$ cat src/rtl/pat_ctrl_pkg.sv
// Shared definitions for the serial pattern-match controller:
// FSM state encoding, run status codes and window geometry.
package pat_ctrl_pkg;

  localparam int unsigned SeqW  = 4;
  localparam int unsigned FillW = $clog2(SeqW + 1);

  typedef enum logic [1:0] {
    StIdle = 2'd0,
    StArm  = 2'd1,
    StRun  = 2'd2,
    StDone = 2'd3
  } state_e;

  typedef enum logic [1:0] {
    ST_NONE    = 2'b00,
    ST_HIT     = 2'b01,
    ST_TIMEOUT = 2'b10,
    ST_ABORT   = 2'b11
  } status_e;

endpackage

$ cat src/rtl/pat_core.sv
// Serial 4-bit sliding window with fill tracking; flags a hit when the bit being
// accepted completes a window that equals the configured pattern.
module pat_core
  import pat_ctrl_pkg::*;
(
  input  logic            clk,
  input  logic            reset,
  input  logic            clr,
  input  logic            en,
  input  logic            in,
  input  logic [SeqW-1:0] seq,
  output logic            hit
);

  logic [SeqW-1:0]  win_q, win_d;
  logic [SeqW-1:0]  shifted;
  logic [FillW-1:0] fill_q, fill_d;

  assign shifted = {win_q[SeqW-2:0], in};

  always_comb begin
    win_d  = win_q;
    fill_d = fill_q;
    if (clr) begin
      win_d  = '0;
      fill_d = '0;
    end else if (en) begin
      win_d = shifted;
      if (fill_q != FillW'(SeqW)) begin
        fill_d = fill_q + 1'b1;
      end
    end
  end

  // The accepted bit is the SeqW-th one once SeqW-1 bits are already held.
  assign hit = en && !clr && (fill_q >= FillW'(SeqW - 1)) && (shifted == seq);

  always_ff @(posedge clk or negedge reset) begin
    if (!reset) begin
      win_q  <= '0;
      fill_q <= '0;
    end else begin
      win_q  <= win_d;
      fill_q <= fill_d;
    end
  end

endmodule

$ cat src/rtl/pat_ctrl.sv
// Run controller: latches a pattern configuration, arms the window, counts matches
// in RUN and ends the run on target, timeout or abort with a status code.
module pat_ctrl
  import pat_ctrl_pkg::*;
#(
  parameter int unsigned CNT_W = 8,
  parameter int unsigned TO_W  = 16
) (
  input  logic             clk,
  input  logic             reset,
  input  logic             cfg_valid,
  output logic             cfg_ready,
  input  logic [SeqW-1:0]  cfg_seq,
  input  logic [CNT_W-1:0] cfg_target,
  input  logic [TO_W-1:0]  cfg_timeout,
  input  logic             start,
  input  logic             abort,
  input  logic             in_valid,
  input  logic             in,
  output logic             busy,
  output logic             match,
  output logic [CNT_W-1:0] match_cnt,
  output logic             done,
  output logic [1:0]       status
);

  state_e           state_q, state_d;
  status_e          status_q, status_d;
  logic [SeqW-1:0]  seq_q, seq_d;
  logic [CNT_W-1:0] target_q, target_d;
  logic [TO_W-1:0]  timeout_q, timeout_d;
  logic [CNT_W-1:0] cnt_q, cnt_d;
  logic [TO_W-1:0]  to_q, to_d;
  logic             match_q, match_d;
  logic             done_q, done_d;

  logic             core_clr;
  logic             core_en;
  logic             core_hit;
  logic [CNT_W-1:0] cnt_inc;

  pat_core u_core (
    .clk   (clk),
    .reset (reset),
    .clr   (core_clr),
    .en    (core_en),
    .in    (in),
    .seq   (seq_q),
    .hit   (core_hit)
  );

  assign cnt_inc = (cnt_q == {CNT_W{1'b1}}) ? cnt_q : cnt_q + 1'b1;

  always_comb begin
    state_d   = state_q;
    status_d  = status_q;
    seq_d     = seq_q;
    target_d  = target_q;
    timeout_d = timeout_q;
    cnt_d     = cnt_q;
    to_d      = to_q;
    match_d   = 1'b0;
    done_d    = 1'b0;
    core_clr  = 1'b0;
    core_en   = 1'b0;

    unique case (state_q)
      StIdle: begin
        if (cfg_valid) begin
          seq_d     = cfg_seq;
          target_d  = cfg_target;
          timeout_d = cfg_timeout;
        end
        if (start) begin
          state_d = StArm;
        end
      end

      StArm: begin
        core_clr = 1'b1;
        cnt_d    = '0;
        to_d     = '0;
        status_d = ST_NONE;
        if (abort) begin
          state_d  = StDone;
          status_d = ST_ABORT;
          done_d   = 1'b1;
        end else begin
          state_d = StRun;
        end
      end

      StRun: begin
        core_en = in_valid;
        to_d    = to_q + 1'b1;
        if (core_hit) begin
          match_d = 1'b1;
          cnt_d   = cnt_inc;
        end
        // A match on the exiting edge is still counted, whatever the exit cause.
        if (abort) begin
          state_d  = StDone;
          status_d = ST_ABORT;
          done_d   = 1'b1;
        end else if (core_hit && (target_q != '0) && (cnt_d == target_q)) begin
          state_d  = StDone;
          status_d = ST_HIT;
          done_d   = 1'b1;
        end else if ((timeout_q != '0) && (to_d == timeout_q)) begin
          state_d  = StDone;
          status_d = ST_TIMEOUT;
          done_d   = 1'b1;
        end
      end

      StDone: begin
        state_d = StIdle;
      end

      default: begin
        state_d = StIdle;
      end
    endcase
  end

  always_ff @(posedge clk or negedge reset) begin
    if (!reset) begin
      state_q   <= StIdle;
      status_q  <= ST_NONE;
      seq_q     <= '0;
      target_q  <= '0;
      timeout_q <= '0;
      cnt_q     <= '0;
      to_q      <= '0;
      match_q   <= 1'b0;
      done_q    <= 1'b0;
    end else begin
      state_q   <= state_d;
      status_q  <= status_d;
      seq_q     <= seq_d;
      target_q  <= target_d;
      timeout_q <= timeout_d;
      cnt_q     <= cnt_d;
      to_q      <= to_d;
      match_q   <= match_d;
      done_q    <= done_d;
    end
  end

  assign cfg_ready = (state_q == StIdle);
  assign busy      = (state_q == StArm) || (state_q == StRun);
  assign match     = match_q;
  assign match_cnt = cnt_q;
  assign done      = done_q;
  assign status    = status_q;

endmodule

$ cat config.mk
export PLATFORM = sky130hd
export DESIGN_NAME = pat_ctrl
export DESIGN_NICKNAME = d
export VERILOG_FILES = /design/src/rtl/pat_ctrl_pkg.sv /design/src/rtl/pat_core.sv /design/src/rtl/pat_ctrl.sv
export SDC_FILE = /design/constraint.sdc
export NUM_CORES = 1
export LEC_CHECK = 0
export CELL_PAD_IN_SITES_DETAIL_PLACEMENT = 0
export CELL_PAD_IN_SITES_GLOBAL_PLACEMENT = 1
export CORE_MARGIN = 3
export CORE_UTILIZATION = 43
export DETAILED_ROUTE_END_ITERATION = 10
export MAX_ROUTING_LAYER = met4
export PLACE_DENSITY = 0.8
export SLEW_MARGIN = 20
export SYNTH_ARGS = -nofsm -noshare
export SYNTH_HDL_FRONTEND = slang
export SYNTH_SLANG_ARGS = --single-unit
$ cat constraint.sdc
create_clock -name clk -period 4.1 [get_ports clk]
set_clock_uncertainty 0.1 [all_clocks]
set_input_delay 1.025 -clock clk [delete_from_list [all_inputs] [get_ports clk]]
set_output_delay 1.025 -clock clk [all_outputs]
set_load 0.02 [all_outputs]
==> results.ini, run 1 <==
[clock_tree]
clk_pin_slew_ps=80
htreeDepth=3
cts_tree=built
cts_buffers=9
cts_resized=0
clk_latency_ps=340
postCtsSetupRepairBufs=0
ctsHoldBuffers=0
clockBufferDepth=2
clockRootBuffer=clkbuf_8
clkSinkCount=64

[run_status]
status=completed

[synth]
syn_nets=424
synth_edf_count=0
yosys.area_share.adder=0.0265
synth-xor-area-share=0.0900
synth-seq-cells=64
synth-simple-area-share=0.166
synth-async-reset-ratio=1.00
ys_warn_count=0
synthMuxAreaShare=0.109
syn_area_mm2=0.00378
synth-compound-area-share=0.143
synthCells=381
synth_top_family_by_area=simple AND/OR/NAND/NOR gates
yosysSeqAreaShare=0.424
avgSynthCellArea_um2=9.92
yosys_most_used_dff=dfrtp_1
synth.distinct_cells=61

[timing]
tns_ps=0
slew_headroom=0.457
final-setup-viol-count=0
worst_slew_pin_slew_ps=814
rsz0062_at_grt=no
finalCritPeriodShare=0.875
finalHoldViolCount=0
timing.final.max_slew_violations=0
max_freq_mhz=279
period_minus_slack_ps=3590

[setup_path]
reg2reg_to=state_q[1]
ff2ff_path_depth=10
r2r_setup_slack_ps=810
path_max_fanout=4
startpoint=in_valid
worstPathRequired_ps=4230
end_kind=flip-flop
critPathArrivalTime_ps=3720
worstSetupStartpointType=primary input
crit_type=primary input to flip-flop
worstReg2RegStart=state_q[1]

[grt]
groute.usage.overall=0.191
antenna_found_initial=0
grt_overflow=0
grt_pass1_vias=2949
grt_max_degree=65
grt_pass1_wl_mm=14.8

[drt]
ant_nets=0
dr.pass1.iters=4
drtIter0Drc=122
viasPerCell=5.60
wl_mm=8.69
wl_per_cell_um=16.0
route.detailed.drc=0
vias=3044

[worst_hold_path]
min_to=seq_q[3]
whs_path_depth=1
min_path_type=flip-flop to flip-flop
hold_path_startpoint=seq_q[3]

[die]
start_util=0.451
core_area_mm2=0.00838
die-area_mm2=0.00995
dieWidth_um=99.8
die_y_um=99.8
io_pins=49
rows=33

[finish]
layout_commonest_cell=dfrtp_1
final_util=0.544
drive_above_1_share=0.150
syn_to_final_growth_pct=20.7
n_antenna_cell=0
mostFrequentLayoutCells=64 x dfrtp_1, 47 x clkdlybuf4s50_1, 29 x mux2_2, 28 x nand2_1, 27 x inv_1
nNetsFinal=477

[power]
vdd_drop_max_mv=0.677
finalPower_w=0.00272
p_leak_nw=1.87
pwr_density_cell_mw_per_mm2=595

[placement]
io_buffer_count=48
gp_congestion=0.896
hpwl_mm=6.24

[flow_run]
cap_violations=0

==> logic make-up after synthesis <==
group	Yosys count
AO/OA/AOI/OAI	82
flip-flops	64
buffers and inverters	40
multiplexers	37
XOR/XNOR	38
adder cells (fa/ha/maj)	8
AND/OR/NAND/NOR	112
==> worst max path at each step <==
stage / endpoint
finish: state_q[1]
global route: state_q[1]
CTS: state_q[1]
detailed placement: state_q[1]
global placement: state_q[1]
floorplan: state_q[1]
==> cell type report <==
class                           instances  area (µm²)
Multi-Input combinational cell        277        2020
Fill cell                             748        3820
Tap cell                              105         131
Inverter                               28         105
Timing Repair Buffer                   54         520
Clock inverter                          6        45.0
Sequential cell                        64        1600
Clock buffer                           10         138
==> cell usage after synthesis, types with 2 or more instances <==
| cell type | n | area (µm²) |
|---|---|---|
| clkbuf_1 | 10 | 37.5 |
| nand3_1 | 18 | 90.1 |
| nor2_1 | 14 | 52.6 |
| nand4_1 | 3 | 18.8 |
| nor4_1 | 11 | 68.8 |
| a211oi_1 | 2 | 15.0 |
| a31oi_1 | 6 | 37.5 |
| mux2_2 | 29 | 327 |
| o21a_1 | 2 | 15.0 |
| a21oi_1 | 18 | 90.1 |
| dfrtp_1 | 64 | 1600 |
| inv_1 | 27 | 101 |
| xor2_1 | 17 | 149 |
| nor3b_1 | 4 | 30.0 |
| nor2b_1 | 5 | 31.3 |
| and4_1 | 2 | 17.5 |
| mux2i_1 | 6 | 60.1 |
| and3_1 | 10 | 62.6 |
| nand2_1 | 28 | 105 |
| a21o_1 | 2 | 15.0 |
| nor3_1 | 5 | 25.0 |
| ha_1 | 8 | 100 |
| o31ai_1 | 2 | 15.0 |
| o21ai_0 | 21 | 105 |
| o22ai_1 | 12 | 75.1 |
| xnor2_1 | 20 | 175 |
==> state kept, by name, indices dropped and copies added (netlist names), 3 cells and up <==
register,count
target_q,8
to_q,16
match_cnt,8
u_core.win_q,3
u_core.fill_q,3
timeout_q,16
seq_q,4
==> per-layer routing <==
layer | vias up | global-route usage | part of all wire
met5 | - | - | 0
met2 | 76 | 0.281 | 0.45
met1 | 1479 | 0.272 | 0.50
met4 | 0 | 0.0599 | 0.013
met3 | 10 | 0.0273 | 0.033
li1 | 1479 | - | -
==> per-stage QoR <==
step	instances	hold WS (ps)	area [µm²]	worst slack, ps
final	544	443	4560	513
after global routing	544	466	4560	414
after CTS	544	448	4560	515
after detailed placement	528	415	4380	167
after global placement	528	421	4380	212
after floorplan	381	400	3780	854
==> power breakdown <==
group,switching [W],internal [W]
combinational,0.000609,0.000551
clock,0.000270,0.000236
sequential,0.000221,0.000828
total,0.00110,0.00162
==> critical path: stages <==
cell	delay [ps]
clkdlybuf4s50_1	530
nand3b_4	90
nor4_4	340
nand2_2	120
a221o_1	270
or3_4	410
o41ai_4	470
o22ai_2	140
mux2_4	320
Note: power is estimated with default switching activity, not from simulation.
==> run 2: changes to the inputs <==
- ABC_CLOCK_PERIOD_IN_PS: not set -> 4100
==> results of run 2 <==
Same layout as run 1: the final DEF is identical, and so are final timing and power.
==> run 3: changes to the inputs <==
- CTS_CLUSTER_DIAMETER: not set -> 100
==> results of run 3 <==
Same layout as run 1: the final DEF is identical, and so are final timing and power.
